File: config.mk
export PLATFORM = sky130hd
export DESIGN_NAME = multicycle_control
export DESIGN_NICKNAME = d
export VERILOG_FILES = /design/src/rtl/ctrl_pkg.sv /design/src/rtl/mem_wait_timer.sv /design/src/rtl/multicycle_control.sv
export SDC_FILE = /design/constraint.sdc
export NUM_CORES = 1
export LEC_CHECK = 0
export BUFFER_PORTS_ARGS = -buffer_cell sky130_fd_sc_hd__buf_2
export CORE_ASPECT_RATIO = 0.6
export CORE_UTILIZATION = 30
export DETAILED_ROUTE_END_ITERATION = 10
export REMOVE_ABC_BUFFERS = 1
export SLEW_MARGIN = 25
export SYNTH_ARGS = -nofsm -noshare
export SYNTH_HDL_FRONTEND = slang
export SYNTH_SLANG_ARGS = --single-unit
File: constraint.sdc
create_clock -name clk -period 2.1 [get_ports clk]
set_input_delay 0.21 -clock clk [delete_from_list [all_inputs] [get_ports clk]]
set_output_delay 0.21 -clock clk [all_outputs]
set_load 0.005 [all_outputs]
File: src/rtl/ctrl_pkg.sv
// rtl/ctrl_pkg.sv - shared opcodes, ALU op codes and state encoding for multicycle_control
package ctrl_pkg;

  localparam logic [6:0] OP_R      = 7'b0110011;
  localparam logic [6:0] OP_LOAD   = 7'b0000011;
  localparam logic [6:0] OP_STORE  = 7'b0100011;
  localparam logic [6:0] OP_BRANCH = 7'b1100011;
  localparam logic [6:0] OP_IALU   = 7'b0010011;
  localparam logic [6:0] OP_LUI    = 7'b0110111;
  localparam logic [6:0] OP_JAL    = 7'b1101111;

  localparam logic [1:0] ALU_ADD   = 2'b00;
  localparam logic [1:0] ALU_SUB   = 2'b01;
  localparam logic [1:0] ALU_FUNCT = 2'b10;
  localparam logic [1:0] ALU_PASSB = 2'b11;

  typedef enum logic [2:0] {
    ST_FETCH   = 3'd0,
    ST_DECODE  = 3'd1,
    ST_EXECUTE = 3'd2,
    ST_MEM     = 3'd3,
    ST_WB      = 3'd4,
    ST_TRAP    = 3'd5
  } state_t;

  // The extended opcodes are only legal when the build enables them.
  function automatic logic op_supported(input logic [6:0] op, input logic ext);
    logic ok;
    ok = 1'b0;
    case (op)
      OP_R, OP_LOAD, OP_STORE, OP_BRANCH: ok = 1'b1;
      OP_IALU, OP_LUI, OP_JAL:            ok = ext;
      default:                            ok = 1'b0;
    endcase
    return ok;
  endfunction

endpackage

File: src/rtl/mem_wait_timer.sv
// rtl/mem_wait_timer.sv - counts consecutive not-ready memory cycles and flags a timeout
module mem_wait_timer #(
  parameter int TIMEOUT = 16
) (
  input  logic clk,
  input  logic rst,
  input  logic active,
  input  logic ready,
  output logic expired
);

  localparam int CW = (TIMEOUT > 0) ? $clog2(TIMEOUT + 1) : 1;
  localparam logic [CW-1:0] LIMIT = (TIMEOUT > 0) ? CW'(TIMEOUT - 1) : '0;

  logic [CW-1:0] cnt_q;
  logic [CW-1:0] cnt_d;

  // Leaving the waiting state or completing the access restarts the count.
  always_comb begin
    cnt_d = cnt_q;
    if (!active || ready) begin
      cnt_d = '0;
    end else begin
      cnt_d = cnt_q + CW'(1);
    end
  end

  // Wait counter register.
  always_ff @(posedge clk) begin
    if (rst) begin
      cnt_q <= '0;
    end else begin
      cnt_q <= cnt_d;
    end
  end

  // A ready in the final allowed cycle still completes the access.
  assign expired = (TIMEOUT > 0) && active && !ready && (cnt_q == LIMIT);

endmodule

File: src/rtl/multicycle_control.sv
// rtl/multicycle_control.sv - multi-cycle RV32 main control FSM with memory handshake timeout
module multicycle_control
  import ctrl_pkg::*;
#(
  parameter int EXT_OPS = 1,
  parameter int TIMEOUT = 16
) (
  input  logic       clk,
  input  logic       rst,
  input  logic [6:0] instruction,
  input  logic       mem_ready,
  output logic       pc_write,
  output logic       ir_write,
  output logic       branch,
  output logic       jump,
  output logic       mem_read,
  output logic       mem_write,
  output logic       mem_to_reg,
  output logic [1:0] alu_op,
  output logic       alu_src,
  output logic       reg_write,
  output logic       illegal,
  output logic       fault
);

  state_t     state_q, state_d;
  logic [6:0] op_q, op_d;
  logic       illegal_q, illegal_d;
  logic       fault_q, fault_d;
  logic       wait_active;
  logic       wait_expired;

  assign wait_active = (state_q == ST_FETCH) || (state_q == ST_MEM);

  mem_wait_timer #(
    .TIMEOUT(TIMEOUT)
  ) u_timer (
    .clk    (clk),
    .rst    (rst),
    .active (wait_active),
    .ready  (mem_ready),
    .expired(wait_expired)
  );

  // State, latched opcode and sticky error flags.
  always_ff @(posedge clk) begin
    if (rst) begin
      state_q   <= ST_FETCH;
      op_q      <= '0;
      illegal_q <= 1'b0;
      fault_q   <= 1'b0;
    end else begin
      state_q   <= state_d;
      op_q      <= op_d;
      illegal_q <= illegal_d;
      fault_q   <= fault_d;
    end
  end

  // Next-state selection; ready always takes priority over the timeout.
  always_comb begin
    state_d   = state_q;
    op_d      = op_q;
    illegal_d = illegal_q;
    fault_d   = fault_q;
    case (state_q)
      ST_FETCH: begin
        if (mem_ready) begin
          state_d = ST_DECODE;
        end else if (wait_expired) begin
          fault_d = 1'b1;
          state_d = ST_TRAP;
        end
      end
      ST_DECODE: begin
        op_d = instruction;
        if (op_supported(instruction, EXT_OPS != 0)) begin
          state_d = ST_EXECUTE;
        end else begin
          illegal_d = 1'b1;
          state_d   = ST_TRAP;
        end
      end
      ST_EXECUTE: begin
        case (op_q)
          OP_LOAD, OP_STORE:           state_d = ST_MEM;
          OP_R, OP_IALU, OP_LUI, OP_JAL: state_d = ST_WB;
          default:                     state_d = ST_FETCH;
        endcase
      end
      ST_MEM: begin
        if (mem_ready) begin
          state_d = (op_q == OP_LOAD) ? ST_WB : ST_FETCH;
        end else if (wait_expired) begin
          fault_d = 1'b1;
          state_d = ST_TRAP;
        end
      end
      ST_WB:   state_d = ST_FETCH;
      ST_TRAP: state_d = ST_TRAP;
      default: state_d = ST_FETCH;
    endcase
  end

  // Datapath strobes from state and latched opcode; forced low while in reset.
  always_comb begin
    pc_write   = 1'b0;
    ir_write   = 1'b0;
    branch     = 1'b0;
    jump       = 1'b0;
    mem_read   = 1'b0;
    mem_write  = 1'b0;
    mem_to_reg = 1'b0;
    alu_op     = ALU_ADD;
    alu_src    = 1'b0;
    reg_write  = 1'b0;
    if (!rst) begin
      case (state_q)
        ST_FETCH: begin
          mem_read = 1'b1;
          ir_write = mem_ready;
          pc_write = mem_ready;
        end
        ST_EXECUTE: begin
          case (op_q)
            OP_R: begin
              alu_op = ALU_FUNCT;
            end
            OP_IALU: begin
              alu_op  = ALU_FUNCT;
              alu_src = 1'b1;
            end
            OP_LUI: begin
              alu_op  = ALU_PASSB;
              alu_src = 1'b1;
            end
            OP_LOAD, OP_STORE: begin
              alu_op  = ALU_ADD;
              alu_src = 1'b1;
            end
            OP_BRANCH: begin
              alu_op = ALU_SUB;
              branch = 1'b1;
            end
            OP_JAL: begin
              alu_op = ALU_ADD;
              jump   = 1'b1;
            end
            default: ;
          endcase
        end
        ST_MEM: begin
          mem_read  = (op_q == OP_LOAD);
          mem_write = (op_q == OP_STORE);
        end
        ST_WB: begin
          reg_write  = 1'b1;
          mem_to_reg = (op_q == OP_LOAD);
        end
        default: ;
      endcase
    end
  end

  assign illegal = illegal_q & ~rst;
  assign fault   = fault_q & ~rst;

endmodule

# Yosys cells after proc, flatten, opt, wreduce, memory -nomap -nowiden
# Index checks and enable logic that the tools add are counted.
# W data, S select, Z words.
dict set report word_totals {
  wordCells 78
  regBits 17
  out_inout_bits 13
}
dict set report op_classes {
  n_bitwise 5
  n_eq_ne 20
  n_mux 31
  n_addsub 1
  reduce_logical 16
}
# op n
set ops {}
lappend ops {{$eq A7 B6 Y1 const B} 6}
lappend ops {{$eq A7 B7 Y1 const B} 4}
lappend ops {{$mux W1} 20}
lappend ops {{$mux W3} 5}
lappend ops {{$pmux W3 S5} 1}
lappend ops {{$eq A7 B2 Y1 const B} 2}
lappend ops {{$eq A7 B5 Y1 const B} 2}
lappend ops {{$reduce_or A2 Y1} 4}
lappend ops {{$reduce_or A4 Y1} 2}
lappend ops {{$reduce_or A7 Y1} 1}
lappend ops {{$eq A3 B2 Y1 const B} 2}
lappend ops {{$eq A3 B3 Y1 const B} 2}
lappend ops {{$pmux W2 S3} 1}
lappend ops {{$pmux W3 S2} 1}
lappend ops {{$add A5 B1 Y5 const B} 1}
lappend ops {{$eq A5 B4 Y1 const B} 1}
lappend ops {{$mux W2} 2}
lappend ops {{$eq A3 B1 Y1 const B} 1}
lappend ops {{$logic_not A3 Y1} 1}
lappend ops {{$not A1 Y1} 3}
lappend ops {{$reduce_and A3 Y1} 1}
lappend ops {{$and A1 B1 Y1} 2}
lappend ops {{$logic_and A1 B1 Y1} 2}
lappend ops {{$logic_not A1 Y1} 2}
lappend ops {{other kinds (3)} 4}

# Logic depth before layout (Yosys ltp)
# Gate-level depths: netlist of the first run.
dict set report depth {
  ltp_word 7
  depth_mapped 7
}

# Modules after synthesis
# A second synthesis of the first run with hierarchy kept.
dict set report unflattened {
  hier_cells 123
  area_unflattened_um2 1048.5
}
# module instances seq_area_each_um2 cells_per_inst area_per_inst_um2
set modules_own_cells {}
lappend modules_own_cells {multicycle_control 1 240.2 102 829.5}
lappend modules_own_cells {mem_wait_timer 1 100.1 21 219.0}

# Worst setup path after synthesis of the first run
# OpenSTA, ideal clock, no wires.
dict set report synth_path {
  path_kind {reg-to-reg}
  from {register u_timer.cnt_q[0]}
  to {register state_q[2]}
  path_slack_ns 0.329
  stages_incl_launch_ff 8
  synth_period_minus_slack_ns 1.771
  arrival_ns 1.709
  setup_ns 0.062
  cell_sequence {dfxtp_1 -> ha_1 -> and3_1 -> ha_1 -> or4b_2 -> a21oi_1 -> o21ai_0 -> nand3_1}
}
dict set report synth_via {
  elab_chain_cells 5
}
# item line
set synth_lines {}
lappend synth_lines {{from (decl)} mem_wait_timer.sv:15} ;# logic [CW-1:0] cnt_q;
lappend synth_lines {{from (signal assigned)} mem_wait_timer.sv:33} ;# cnt_q <= cnt_d;
lappend synth_lines {{$eq A5 B4 Y1 (*)} mem_wait_timer.sv:38} ;# assign expired = (TIMEOUT > 0) && active && !ready && (cnt_q == LIMIT);
lappend synth_lines {{$logic_and A1 B1 Y1 (*)} mem_wait_timer.sv:38}
lappend synth_lines {{$mux W3 (*)} -}
lappend synth_lines {{$mux W3 (on tied branches)} -}
lappend synth_lines {{$pmux W3 S5 (*)} -}
lappend synth_lines {{to (signal assigned)} multicycle_control.sv:53} ;# state_q <= state_d;
lappend synth_lines {{to (decl)} multicycle_control.sv:26} ;# state_t state_q, state_d;
# Every way passes the cells marked *; elsewhere a longest branch is shown, timed or not.
# A chain may end at the register's enable or synchronous reset.

# Worst setup path in the final report of the first run
dict set report layout_path {
  from {register op_q[3]}
  to {output port alu_op[1]}
}
dict set report layout_via {
  elab_chain_cells 5
}
# item line
set layout_lines {}
lappend layout_lines {{from (decl)} multicycle_control.sv:27} ;# logic [6:0] op_q, op_d;
lappend layout_lines {{from (signal assigned)} multicycle_control.sv:54} ;# op_q <= op_d;
lappend layout_lines {{$eq A7 B5 Y1 or $eq A7 B6 Y1 (tied branches)} multicycle_control.sv:125} ;# case (op_q)
lappend layout_lines {{$reduce_or A2 Y1 (no line)} -}
lappend layout_lines {{$pmux W2 S3 (*)} multicycle_control.sv:125}
lappend layout_lines {{$mux W2 (*)} multicycle_control.sv:118} ;# case (state_q)
lappend layout_lines {{$mux W2 (*)} multicycle_control.sv:117} ;# if (!rst) begin
lappend layout_lines {{to (decl)} multicycle_control.sv:19} ;# output logic [1:0] alu_op,
# Marks and branches as above.

==> results of run 1 <==
==> worst min path at each step <==
stage                                      from                          end  slack, ps  depth (start not counted)
floorplan                                   rst         op_q[0]$_SDFFE_PP0N_        280                          1
CTS                              instruction[0]         op_q[0]$_SDFFE_PP0N_        210                          3
global route                     instruction[0]         op_q[0]$_SDFFE_PP0N_        230                          3
finish                           instruction[0]         op_q[0]$_SDFFE_PP0N_        220                          3
detailed placement  u_timer.cnt_q[0]$_SDFF_PP0_  u_timer.cnt_q[0]$_SDFF_PP0_        440                          1
global placement    u_timer.cnt_q[0]$_SDFF_PP0_  u_timer.cnt_q[0]$_SDFF_PP0_        430                          1
==> Yosys cell counts (2+ instances only) <==
master	count
nor4b_1	2
nand2b_1	2
or4b_1	2
nor2b_1	5
nor2_1	13
nand3_1	6
buf_2	2
inv_1	3
nand3b_1	3
a21oi_1	10
xnor2_1	2
nor3_1	3
dfxtp_1	17
and2_1	2
o21ai_0	9
clkbuf_1	4
nand2_1	14
ha_1	2
or2_2	2
nand4_1	2
==> critical path, stage by stage (launching register included) <==
cell and delay (ps):
dfxtp_1 330, or4b_1 540, or2_4 270, nor4b_2 250, buf_2 150
==> layout make-up <==
type                            count  share of cell area [%]
Timing Repair Buffer               25                    11.1
Tap cell                           42                    4.38
Clock buffer                        4                    3.75
Multi-Input combinational cell    102                    51.5
Sequential cell                    17                    28.4
Inverter                            3                   0.938
==> state kept, by name (all words and copies together) (netlist names) <==
| register | flops |
|---|---|
| op_q | 7 |
| u_timer.cnt_q | 5 |
| state_q | 3 |
| fault_q | 1 |
| illegal_q | 1 |
==> layer usage <==
layer  vias up  wire length (um)
met4         0                29
met3         4               175
met2        42               994
li1        509                 -
met1       445              1260
met5         -                 0
==> what timing repair did <==
action	4_1_cts	5_1_grt
buffers inserted	0	0
endpoints found under the setup margin	0	1
endpoints found under the hold margin	0	0
resized for setup	0	1
==> cells by family (layout without fill, tap and decap cells) <==
family | Yosys count | count (layout)
adders and majority gates | 2 | 2
xor gates and xnor gates | 3 | 3
buffers and inverters | 10 | 32
DFF | 17 | 17
AOI/OAI and AO/OA | 31 | 31
and+or+nand+nor | 66 | 66
==> through the flow <==
stage | setup slack [ps] | cell area (sq um) | cells
final | 98.3 | 1200 | 193
after global routing | 5.63 | 1200 | 193
after floorplan | 328 | 967 | 122
after CTS | 24.5 | 1200 | 193
after global placement | 266 | 1150 | 189
after detailed placement | 191 | 1150 | 189
==> where the power goes <==
part	internal [mW]	total [mW]	switching, mW
Combinational	0.0482	0.120	0.0714
Sequential	0.341	0.357	0.0167
Clock	0.134	0.243	0.109
==> metrics.md, run 1 <==
| Metric | Value |
|---|---|
| Status | `finished clean` |
| Total gr overflow | `0` |
| Lkg Pwr | `approximately 0.46 nW` |
| Crit path to | `alu_op[1]` |
| Clk_skew | `approximately 4.3 ps` |
| CTS tree | `built` |
| Routed wire length | `2.46 mm` |
| Fin util | `just under 40%` |
| Syn-to-layout area delta | `20.0%` |
| Post-synthesis adder-cell area fraction | `between 2 and 3%` |
| GR Util met3 | `between 3 and 4%` |
| Hold Vio Cnt, Final | `0` |
| Syn_area_per_cell | `about 7.7 sq um` |
| Crit path DAT | `approximately 1800 ps` |
| Busiest grt layer | `met2` |
| CTS Buffer Depth | `2` |
| Clk slew on worst S/H paths | `60 ps` |
| DRC Markers | `0` |
| Cts hold-fix bufs | `0` |
| Drt pass-1 iters | `4` |
| Sequential share of the synthesized area | `between 30 and 40%` |
| Critical Path Source | `op_q[3]$_SDFFE_PP0N_` |
| Detail Placement HPWL | `about 1.9 mm` |
| Simple-gate portion of the synthesized area | `between 30% and 40%` |
| Die X | `around 77 um` |
| Pwr per Cell Area | `600 nW/um^2` |
| Skew-Pair Late Insertion Delay | `between 200 and 300 ps` |
| Maximum VDD drop | `between 0.0002 and 0.00025 V` |
| Synth async-reset ratio | `0%` |
| Hold slack final | `217 ps` |
| EDFF count, synth | `0` |
| Fmax | `approximately 500 MHz` |
| CTS sink count | `17` |
| Design Power | `720 uW` |
| Core Rows | `15` |
| Met1 track demand over resource | `between 10% and 20%` |
| Share of post-route cells with drive strength above 1 | `21.9%` |
| Die Area | `between 3000 and 4000 sq um` |
| Num ports | `23` |
| R2r setup slk | `roughly 130 ps` |
| Placer Congestion | `approximately 0.78` |
| XOR/XNOR Fraction of Synth Area | `about 2.6%` |
| Final ANT Viol Nets | `0` |
| Vias in the first global route | `914` |
| Final setup viols | `0` |
| Setup TNS | `0 ps` |
| Period utilization | `95.3%` |
| Yosys top cell by area | `dfxtp_1` |
| First-pass GRT wire length | `roughly 4 mm` |
| Share of Yosys cell area claimed by the top area cell type | `around a third` |
| Antenna violations before repair | `0` |
| Multi-input gate area in the final layout | `618 sq um` |
| All-Layer GR Usage | `between 10 and 15%` |
| Core ar. | `3020 sq um` |
| WL/cell | `between 10 and 15 um` |
| Worst hold path class | `in2reg` |
| Max_slew headroom | `between 60 and 70%` |
| Number of CTS-inserted buffers | `3` |
| Met2 usage | `22.9%` |
| Die span in y | `approximately 47 um` |
| Mux cell area share after synthesis | `0%` |
| Most frequent cells in the layout | `buf_2 (22), dfxtp_1 (17), nand2_1 (14)` |
| Worst-margin pin slew | `approximately 520 ps` |
| Post-synthesis register bit count | `17` |
| Net count, final | `between 150 and 200` |
| Post-Syn Area | `approximately 1000 sq um` |
| Yosys warnings | `0` |
| CP Class | `reg2out` |
| Reg area | `340 sq um` |
| Worst R2R End | `state_q[2]$_SDFF_PP0_` |
| Synth Area in Compound Gates | `approximately a fifth` |
| Req. time, crit path | `between 1500 and 2000 ps` |
| Fillers | `about 320` |
| Largest cells by area after synthesis | `dfxtp_1 (34%), nand2_1 (5.3%), a21oi_1 (5.0%)` |
| Antenna cells | `0` |
| Number of unique standard cell types used by synthesis | `44` |
| Worst R2R Path Depth | `7` |
| Worst Setup Start Kind | `flip-flop` |
| Largest net degree at the start of global routing | `18` |
| Crit. End Element | `primary output` |
| Post-Synthesis Cells | `~130` |
| Via-to-Cell Ratio | `a little over 5` |
| Crit Path Max Fanout | `4` |
| Max-slew violations | `0` |
| Initial DRC count | `roughly 110` |
| Routed vias | `1000` |
| Main synth FF type | `dfxtp_1` |
| Initial Utilization | `between 30% and 40%` |
| H-tree Lvls | `1` |
| Largest family of logic cells by synthesized area | `simple AND/OR/NAND/NOR gates` |
| Max-cap violation count | `0` |
| PortBufs | `22` |
| Unrepaired setup endpoints after global routing | `no` |
| RR Startpoint | `u_timer.cnt_q[0]$_SDFF_PP0_` |
| Root Buffer | `clkbuf_8` |
| Tmin final | `between 2000 and 2500 ps` |
| Most common cell after layout, fill and taps aside | `buf_2` |
(Power assumes the default switching activity.)
==> run 2, diff against run 1 <==
--- a/config.mk
+++ b/config.mk
@@ -5,6 +5,7 @@
 export SDC_FILE = /design/constraint.sdc
 export NUM_CORES = 1
 export LEC_CHECK = 0
+export ABC_AREA = 1
 export BUFFER_PORTS_ARGS = -buffer_cell sky130_fd_sc_hd__buf_2
 export CORE_ASPECT_RATIO = 0.6
 export CORE_UTILIZATION = 30
==> metrics.md, run 2 <==
| Metric | Value |
|---|---|
| Syn-to-layout area delta | `19.4%` |
| Cts hold-fix bufs | `0` |
| Worst R2R Path Depth | `5` |
| Clock share of power | `32.3%` |
| Total gr overflow | `0` |
| PortBufs | `22` |
| Maximum VDD drop | `~0.00022 V` |
| Number of setup buffers added after CTS | `0` |
| Fin cells | `approximately 220` |
| Net count, final | `approximately 190` |
| R2r setup slk | `560 ps` |
| Final setup viols | `0` |
| Placed Instances | `between 200 and 250` |
| Yosys warnings | `0` |
| Skew-Pair Late Insertion Delay | `between 200 and 300 ps` |
| Max_slew headroom | `60.1%` |
| Placer Congestion | `about 0.86` |
| Share of Yosys cell area claimed by the top area cell type | `between 30% and 40%` |
| Sequential power share | `between 50% and 60%` |
| H-tree Lvls | `1` |
| Core Rows | `15` |
| Most frequent cell after synthesis | `nor2_1` |
| CTS sink count | `17` |
| Busiest grt layer | `met2` |
| Post-Synthesis Cells | `~150` |
| Tmin final | `between 1500 and 2000 ps` |
| Met2 usage | `about a fifth` |
| Clk slew on worst S/H paths | `~70 ps` |
| Setup ws final | `449 ps` |
| Antenna violations before repair | `0` |
| Hold depth | `3` |
| Initial Utilization | `between 30% and 40%` |
| End of the worst hold path | `op_q[0]$_SDFFE_PP0N_` |
| Crit path DAT | `between 1000 and 1500 ps` |
| Crit Path Max Fanout | `5` |
| Most frequent cells in the layout | `nor2_1 (33), nand2_1 (27), inv_1 (24)` |
| Req. time, crit path | `1890 ps` |
| Share of post-route cells with drive strength above 1 | `roughly 18%` |
| Number of CTS-inserted buffers | `3` |
| Crit. End Element | `primary output` |
| Place WS | `between 500 and 600 ps` |
| Setup TNS | `0 ps` |
| Synth async-reset ratio | `0%` |
| Fin util | `38.9%` |
| Pwr per Cell Area | `approximately 640 nW/um^2` |
| Unrepaired setup endpoints after global routing | `no` |
| Initial DRC count | `76` |
| Drt pass-1 iters | `4` |
| Routed wire length | `about 2.2 mm` |
| Max-cap violation count | `0` |
| Critical Path Source | `state_q[2]$_SDFF_PP0_` |
| Post-cts resize count | `0` |
| Post-synthesis register bit count | `17` |
| Vias in the first global route | `around 830` |
| Worst Setup Start Kind | `flip-flop` |
| Hold_sp | `instruction[0]` |
| Die Area | `between 3000 and 4000 sq um` |
| Pint | `roughly 530 uW` |
| Sw Share | `28.9%` |
| Most frequent cells after synthesis | `nor2_1 (33), nand2_1 (27), inv_1 (24)` |
| Routed vias | `950` |
| Post-Syn Area | `960 sq um` |
| Met1 track demand over resource | `around a fifth` |
| DRC Markers | `0` |
| Switching power | `about 210 uW` |
| Clk_skew | `slightly above 6 ps` |
| Yosys top cell by area | `dfxtp_1` |
| Hold Vio Cnt, Final | `0` |
| Syn_area_per_cell | `about 6.3 sq um` |
| Main synth FF type | `dfxtp_1` |
| CTS tree | `built` |
| Largest registers | `op_q (7), u_timer.cnt_q (5), state_q (3)` |
| Num ports | `23` |
| Core ar. | `between 2000 and 3000 sq um` |
| GR Util met3 | `about 2.4%` |
| Sequential share of the synthesized area | `between 30% and 40%` |
| Design area | `around 1100 sq um` |
| Max FFs per register | `7` |
| Detail Placement HPWL | `around 1.8 mm` |
| RR Startpoint | `state_q[0]$_SDFF_PP0_` |
| Die span in y | `between 40 and 50 um` |
| Period utilization | `about 80%` |
| Root Buffer | `clkbuf_8` |
| Number of unique standard cell types used by synthesis | `22` |
| Comb power frac | `around 18%` |
| All-Layer GR Usage | `between 10% and 20%` |
| Largest net degree at the start of global routing | `13` |
| Most common cell after layout, fill and taps aside | `nor2_1` |
| CTS Buffer Depth | `2` |
| Via-to-Cell Ratio | `4.40` |
| WL/cell | `10.0 um` |
| Worst R2R End | `op_q[5]$_SDFFE_PP0N_` |
| CP Class | `reg2out` |
| Max-slew violations | `0` |
| Largest Register | `op_q` |
| First-pass GRT wire length | `3.46 mm` |
| Final ANT Viol Nets | `0` |
| EDFF count, synth | `0` |
| Largest cells by area after synthesis | `dfxtp_1 (35%), nor2_1 (13%), nand2_1 (11%)` |
| Placed cell area | `1100 sq um` |
| Lkg Pwr | `roughly 0.57 nW` |
| Status | `finished clean` |
| Worst hold path class | `in2reg` |
| Die X | `between 70 and 80 um` |
| Fmax | `roughly 610 MHz` |
| Antenna cells | `0` |
| Worst-margin pin slew | `roughly 590 ps` |
-- run 2: worst max-delay path by stage --
stage          slack [ps]  cells past startpoint                    to
5_1_grt               330                      6               alu_src
4_1_cts               420                      4            mem_to_reg
3_3_place_gp          700                      5  op_q[5]$_SDFFE_PP0N_
2_1_floorplan         830                      5  op_q[5]$_SDFFE_PP0N_
6_report              450                      4            mem_to_reg
3_5_place_dp          600                      5  op_q[5]$_SDFFE_PP0N_
-- run 2: cell families after synthesis --
group	synth area share (%)
AND/OR/NAND/NOR	38.2
buffers and inverters	11.7
AO/OA/AOI/OAI	11.1
flip-flops	35.5
adder cells (fa/ha/maj)	2.61
XOR/XNOR	0.913
-- run 2: worst max-delay path, cell delays in order (launching register included) --
cell and delay, ps:
dfxtp_1 410, inv_1 130, nor4_1 370, and2_1 180, buf_2 110
-- run 2: area by class of cell --
| type | count | area (sq um) |
|---|---|---|
| clock inverters | 1 | 5.00 |
| repair buffers | 22 | 110 |
| multi-input cells | 107 | 507 |
| flip-flops and latches | 17 | 340 |
| clock buffers | 3 | 41.3 |
| fillers | 317 | 1800 |
| inverters | 24 | 90.1 |
| well taps | 42 | 52.6 |
-- run 2: layer usage --
| metal | part of all wire, % | up-vias |
|---|---|---|
| met4 | 0.32 | 0 |
| li1 | - | 525 |
| met3 | 6.4 | 2 |
| met2 | 40 | 30 |
| met1 | 53 | 393 |
| met5 | 0 | - |
-- run 2: stage by stage --
step | hold WS [ps] | total power [mW]
after floorplan | 279 | 0.461
after global placement | 434 | 0.502
after detailed placement | 447 | 0.506
after CTS | 219 | 0.741
after global routing | 254 | 0.784
final | 226 | 0.739
-- run 2: power by group through the flow --
stage | registers, mW | clock network, mW | logic [mW]
final | 0.371 | 0.239 | 0.129
after global routing | 0.375 | 0.261 | 0.148
after CTS | 0.371 | 0.242 | 0.128
after detailed placement | 0.378 | 0 | 0.128
after global placement | 0.377 | 0 | 0.125
after floorplan | 0.372 | 0 | 0.0892
